[src/rtl/seven_seg_pkg.sv]
// Shared types and glyph table for the seven-segment display driver.
// Segment vectors are {g,f,e,d,c,b,a}, active-high (1 = segment lit).
package seven_seg_pkg;

  typedef logic [6:0] seg7_t;

  localparam seg7_t SEG_OFF    = 7'h00;
  localparam int    MAX_DIGITS = 16;

  // Hex glyphs 0-F: 0 1 2 3 4 5 6 7 8 9 A b C d E F
  localparam seg7_t GLYPHS [16] = '{
    7'h3F, 7'h06, 7'h5B, 7'h4F, 7'h66, 7'h6D, 7'h7D, 7'h07,
    7'h7F, 7'h6F, 7'h77, 7'h7C, 7'h39, 7'h5E, 7'h79, 7'h71
  };

  function automatic seg7_t glyph(input logic [3:0] nib);
    return GLYPHS[nib];
  endfunction

endpackage

[src/rtl/seg7_decoder.sv]
// Combinational hex nibble to seven-segment glyph (active-high segments).
module seg7_decoder
  import seven_seg_pkg::*;
(
  input  logic [3:0] nibble,
  output seg7_t      seg
);

  assign seg = glyph(nibble);

endmodule

[src/rtl/seven_segment_mux.sv]
// Time-multiplexed common-anode seven-segment driver.
// Per-digit decimal point and blanking, leading-zero suppression, PWM
// brightness and frame-synchronous capture of the display inputs.
// Optional: define SEVSEG_GHOST_GUARD_EN to hold all anodes off for the
// first two cycles of every digit dwell (anti-ghosting gap).
module seven_segment_mux
  import seven_seg_pkg::*;
#(
  parameter int NUM_DIGITS = 8,
  parameter int COUNT_TO   = 100000,
  parameter int BRIGHT_W   = 4
) (
  input  logic                    clk_in,
  input  logic                    rst_in,
  input  logic [4*NUM_DIGITS-1:0] val_in,
  input  logic [NUM_DIGITS-1:0]   dp_in,
  input  logic [NUM_DIGITS-1:0]   blank_in,
  input  logic                    lz_suppress_in,
  input  logic [BRIGHT_W-1:0]     brightness_in,
  output logic [6:0]              cat_out,
  output logic                    dp_out,
  output logic [NUM_DIGITS-1:0]   an_out,
  output logic                    frame_out
);

  localparam int IDX_W = (NUM_DIGITS > 1) ? $clog2(NUM_DIGITS) : 1;
  localparam int CNT_W = (COUNT_TO > 1) ? $clog2(COUNT_TO) : 1;

  if (NUM_DIGITS < 1 || NUM_DIGITS > MAX_DIGITS) begin : g_bad_digits
    $error("NUM_DIGITS out of range");
  end

  logic [IDX_W-1:0]        idx;
  logic [CNT_W-1:0]        dwell_cnt;
  logic [BRIGHT_W-1:0]     pwm_cnt;
  logic [4*NUM_DIGITS-1:0] sh_val;
  logic [NUM_DIGITS-1:0]   sh_dp;
  logic [NUM_DIGITS-1:0]   sh_blank;
  logic                    sh_lz;

  logic                    dwell_end;
  logic                    frame_wrap;
  logic [NUM_DIGITS-1:0]   dark_vec;
  logic                    seen;
  logic [3:0]              cur_nib;
  logic                    cur_dp;
  logic                    cur_dark;
  seg7_t                   cur_seg;
  logic                    guard_ok;
  logic                    an_on;

  assign dwell_end  = (dwell_cnt == CNT_W'(COUNT_TO - 1));
  assign frame_wrap = dwell_end && (idx == IDX_W'(NUM_DIGITS - 1));

  // Dwell counter and digit index; each digit is selected for COUNT_TO cycles
  always_ff @(posedge clk_in or posedge rst_in) begin
    if (rst_in) begin
      dwell_cnt <= '0;
      idx       <= '0;
    end else if (dwell_end) begin
      dwell_cnt <= '0;
      idx       <= (idx == IDX_W'(NUM_DIGITS - 1)) ? '0 : idx + IDX_W'(1);
    end else begin
      dwell_cnt <= dwell_cnt + CNT_W'(1);
    end
  end

  // Free-running PWM phase counter
  always_ff @(posedge clk_in or posedge rst_in) begin
    if (rst_in) pwm_cnt <= '0;
    else        pwm_cnt <= pwm_cnt + BRIGHT_W'(1);
  end

  // Capture display inputs only as the scan returns to digit 0, so a frame
  // never mixes two input values; frame_out marks the same cycle
  always_ff @(posedge clk_in or posedge rst_in) begin
    if (rst_in) begin
      sh_val    <= '0;
      sh_dp     <= '0;
      sh_blank  <= '0;
      sh_lz     <= 1'b0;
      frame_out <= 1'b0;
    end else begin
      frame_out <= frame_wrap;
      if (frame_wrap) begin
        sh_val   <= val_in;
        sh_dp    <= dp_in;
        sh_blank <= blank_in;
        sh_lz    <= lz_suppress_in;
      end
    end
  end

  // Dark digits: blanked, or leading zeros above the first nonzero nibble or
  // lit decimal point, scanning from the leftmost digit; digit 0 always shows
  always_comb begin
    seen     = 1'b0;
    dark_vec = '0;
    for (int k = NUM_DIGITS - 1; k >= 0; k--) begin
      seen        = seen | (sh_val[4*k +: 4] != 4'h0) | sh_dp[k];
      dark_vec[k] = sh_blank[k] | (sh_lz & ~seen & (k != 0));
    end
  end

  // Select the shadow fields of the currently scanned digit
  always_comb begin
    cur_nib  = 4'h0;
    cur_dp   = 1'b0;
    cur_dark = 1'b1;
    for (int k = 0; k < NUM_DIGITS; k++) begin
      if (IDX_W'(k) == idx) begin
        cur_nib  = sh_val[4*k +: 4];
        cur_dp   = sh_dp[k];
        cur_dark = dark_vec[k];
      end
    end
  end

  seg7_decoder u_dec (
    .nibble (cur_nib),
    .seg    (cur_seg)
  );

`ifdef SEVSEG_GHOST_GUARD_EN
  assign guard_ok = (dwell_cnt >= CNT_W'(2));
`else
  assign guard_ok = 1'b1;
`endif

  assign an_on = ~cur_dark && (pwm_cnt <= brightness_in) && guard_ok;

  // Registered pin drivers; all active-low, dark while in reset
  always_ff @(posedge clk_in or posedge rst_in) begin
    if (rst_in) begin
      cat_out <= 7'h7F;
      dp_out  <= 1'b1;
      an_out  <= '1;
    end else begin
      cat_out <= cur_dark ? ~SEG_OFF : ~cur_seg;
      dp_out  <= ~(cur_dp & ~cur_dark);
      an_out  <= an_on ? ~(NUM_DIGITS'(1) << idx) : '1;
    end
  end

endmodule
[config.mk]
export PLATFORM = sky130hd
export DESIGN_NAME = seven_segment_mux
export DESIGN_NICKNAME = d
export VERILOG_FILES = /design/src/rtl/seven_seg_pkg.sv /design/src/rtl/seg7_decoder.sv /design/src/rtl/seven_segment_mux.sv
export SDC_FILE = /design/constraint.sdc
export NUM_CORES = 1
export LEC_CHECK = 0
export ABC_AREA = 1
export BUFFER_PORTS_ARGS = -buffer_cell sky130_fd_sc_hd__buf_4
export CAP_MARGIN = 10
export CORE_MARGIN = 4
export CORE_UTILIZATION = 50
export DETAILED_ROUTE_END_ITERATION = 7
export PLACE_DENSITY_LB_ADDON = 0.05
export SETUP_SLACK_MARGIN = 0.3
export SLEW_MARGIN = 20
export SYNTH_ARGS = -nofsm -noshare
export SYNTH_HDL_FRONTEND = slang
export SYNTH_SLANG_ARGS = --single-unit
export TNS_END_PERCENT = 1
[constraint.sdc]
create_clock -name clk_in -period 2.5 [get_ports clk_in]
set_input_delay 0.25 -clock clk_in [delete_from_list [all_inputs] [get_ports clk_in]]
set_output_delay 0.25 -clock clk_in [all_outputs]
set_load 0.03 [all_outputs]
==> impl_summary.md <==
GRT
The total overflow reported by the global router is 0. The wire length of the first global-routing pass is 17400 µm. The number of global-route vias before repair is approximately 3.7k. The total global-route track usage is 0.197. Entering global routing, the biggest net connects 91 pins.

The number of antenna violations at the first check in global routing was 0.

Worst setup path
The standard cell with the maximum stage delay on the critical path is dfrtp_1. The signal on the critical path passes through ha_1 -> ha_2 -> inv_2 -> nand3_1 -> nand3_1 -> nand3_1 -> nand3_2 -> nand2_1 -> nand2_2 -> inv_4 -> ha_1 -> nand2_1 -> o21ai_1 -> o21ai_1 -> nand2_1. The largest single stage delay on the critical path is between 0.4 and 0.5 ns. Together, buffers and inverters on the worst path number 2. The family with the most delay on the worst path is simple AND/OR/NAND/NOR gates.

STA classifies the critical path endpoint as a flop. The largest fanout of any net on the critical path is 8. The worst endpoint required time is around 2.8 ns. The startpoint type of the worst setup path is a flop.

Measured in cells, the most critical reg-to-reg path has a length of 15. The count of cell instances traversed by the critical path is 15. The critical path is of the flop to flop type. For the worst setup path, the data arrival time is 2.51 ns.

Run status
The run finished with clean final reports.

STA
Between clock sinks in the finished design, the worst skew comes to a little under 0.02 ns. The final critical-path share of the clock period is 0.880. The number of setup violations in the final report is 0. Timing would allow up to between 400 and 500 MHz. The worst-case headroom to the max-slew limit is 0.695. The final critical-path required period is 2.20 ns. The number of hold violations in the final report is 0. In the final timing run, aggregate negative setup slack is 0 ns.

For the pin with the worst max-slew slack, the measured transition is 0.453 ns. The final max-slew violation count was 0. Setup repair after global routing could not meet its margin everywhere.

Die
The width of the die is 104 µm. After floorplanning, the core was divided into 34 placement rows. The number of top-level design ports is 72. The standard cell core area is 8850 µm². The initial cell density of the core is 0.522. The die covers 10800 µm². The die is 104 µm tall.

Route
The count of routing violations after the opening detailed-route iteration is 159. The final wirelength is 10400 µm. The mean routed wirelength per cell is ~13 µm. The number of vias per cell is 5.02. The count of nets left with antenna violations after detail routing is 0. The remaining design rule violation count is 0. The number of iterations in the first detailed-routing pass is 4. The count of vias placed by the detailed router is approximately 3.9k.

Final layout
The number of inserted diodes is 0. Counting the fill cells in the layout gives 794. The synthesis-to-finish area growth is 21.9%. The share of layout cells above drive strength 1 is 0.243. The post-layout net count is 730.

Clocking
The number of clock buffers inserted by TritonCTS is 9. The longest clock path from root to sink contains 2 buffers. The later pin in the worst-skew pair is clocked with a latency of 0.37 ns. In this run, post-CTS hold repair placed 0 buffers. Counting every sink on the clock net gives 90.

The H-tree generated during clock tree synthesis spans 3 levels. Clock-pin slew was measured on the worst setup and hold paths at 0.10 ns. The CTS tree is yes. The clock root buffer is clkbuf_8.

Yosys
By area the synthesized netlist is led by dfrtp_1 (40%), nand2_1 (15%), dfstp_2 (9.1%). After synthesis, the share of cell area in mux cells is 0. After synthesis, the netlist uses 43 different library cells. The cell type contributing the most total cell area after synthesis is dfrtp_1. The simple logic cell fraction of the synthesized area is 0.280. The dominant combinational cell family by area after synthesis is simple AND/OR/NAND/NOR gates.

For this run, the number of Yosys warnings is 0. The synthesized instance count is 577. The number of nets handed over by synthesis was 650. Among all flip-flop cells after synthesis, the most frequent one is dfrtp_1.

The post-synthesis compound-gate area fraction is 0.0917. The number of flops mapped to enable cells by yosys is 0. The async set or reset register ratio after synthesis is 1.00. Of the post-synthesis cell area, the dominant cell type holds 0.401. The area of the mapped netlist is 4620 µm². The average instance in the mapped netlist occupies 8.01 µm². The flop and latch count out of synthesis is 90. Of the total synthesized cell area, the portion taken by XOR and XNOR cells is 0.00379. The most repeated cell in the gate-level netlist after synthesis is nand2_1.

By count the netlist is led by nand2_1 (182), dfrtp_1 (74), inv_1 (73). Of the total synthesized cell area, the portion taken by full adders, half adders and majority gates is 0.0487. The sequential fraction of the synthesis area is 0.491.

Power
Power spread over the standard cell area amounts to 470 nW/µm². The analysis attributes to cell leakage a power of 2.71 nW. The worst-case IR drop observed on VDD is 0.000308 V. The overall power after layout is 2.65 mW.

Place
The final weighted congestion in routability-driven placement is 0.874. The estimated wirelength of the detail-placed design is between 7000 and 8000 µm. During placement, the flow inserted port buffers numbering 71.

Hold path
The worst hold path belongs to the class input port to asynchronous set/reset pin.

Run
The number of max-capacitance violations reported is 0.
power breakdown:
part	total, mW	switching [mW]	internal (mW)
Combinational	0.103	0.0444	0.0584
Clock	1.09	0.526	0.567
Sequential	1.46	0	1.46
Total	2.65	0.570	2.08
kinds of logic (layout without fill, tap and decap cells):
kind of cell | Yosys count | after routing
buffers and inverters | 95 | 180
flip-flops | 90 | 90
AND/OR/NAND/NOR | 293 | 293
AO/OA/AOI/OAI | 79 | 79
adder cells (fa/ha/maj) | 18 | 18
XOR/XNOR | 2 | 2
tightest hold or removal path: stages:
cell        delay, ns
buf_4            0.12
clkinvlp_4       0.07
buf_12           0.37
placed cells by master, fill, tap and decap left out, types with 12 or more instances in the layout:
cell,n
dfrtp_1,74
inv_1,65
nand2_1,177
nand3_1,43
nor2_1,34
a21oi_1,15
o21ai_0,41
o21ai_1,12
dfstp_2,16
buf_4,82
worst paths after layout:
check,start,end,slack (ns)
hold / removal,rst_in,dwell_cnt[3],0.005
setup / recovery,idx[0],cat_out[2],0.30
hold reg to reg,pwm_cnt[0],pwm_cnt[0],0.47
setup reg to reg,idx[0],cat_out[2],0.30
min in group clk_in,val_in[1],sh_val[1],0.07
max in group asynchronous,rst_in,an_out[3],2.10
per-stage QoR:
step | cell area, µm² | std cells | hold WS [ns] | setup slack, ns | utilization
2_1_floorplan | 4630 | 577 | 0.367 | 0.338 | -
3_3_place_gp | 5260 | 745 | 0.424 | 0.193 | 0.594
3_5_place_dp | 5260 | 745 | 0.428 | 0.0614 | 0.594
4_1_cts | 5540 | 765 | 0.0277 | 0.281 | 0.627
5_1_grt | 5640 | 770 | 0.0384 | 0.0783 | 0.637
6_report | 5640 | 770 | 0.00478 | 0.301 | 0.637
flip-flops by register name, indices dropped and copies added (netlist names):
signal,cells
cat_out,7
sh_lz,1
sh_blank,8
sh_val,32
dp_out,1
frame_out,1
dwell_cnt,17
idx,3
sh_dp,8
an_out,8
pwm_cnt,4
area by class of cell:
cell class / count / area (µm²) / share of cell area
Tap cell: 108 / 135 / 0.0240
Sequential cell: 90 / 2270 / 0.403
Clock buffer: 10 / 128 / 0.0226
Timing Repair Buffer: 83 / 636 / 0.113
Inverter: 80 / 318 / 0.0564
Multi-Input combinational cell: 392 / 2050 / 0.363
Clock inverter: 6 / 91.3 / 0.0162
Timing Repair inverter: 1 / 7.51 / 0.00133
timing repair:
item,CTS,global route
gates cloned,0,1
buffers inserted,4,4
resized for setup,13,14
pin swaps,2,9
setup endpoints to repair,11,53
metal layers:
layer  up-vias  track usage  routed length [µm]
li1       1982            -                   -
met1      1799        0.269                4860
met2        66        0.306                4950
met3        15       0.0509                 432
met4         0       0.0636                 138
met5         -            0                   0
Note: power is estimated with default switching activity, not from simulation.
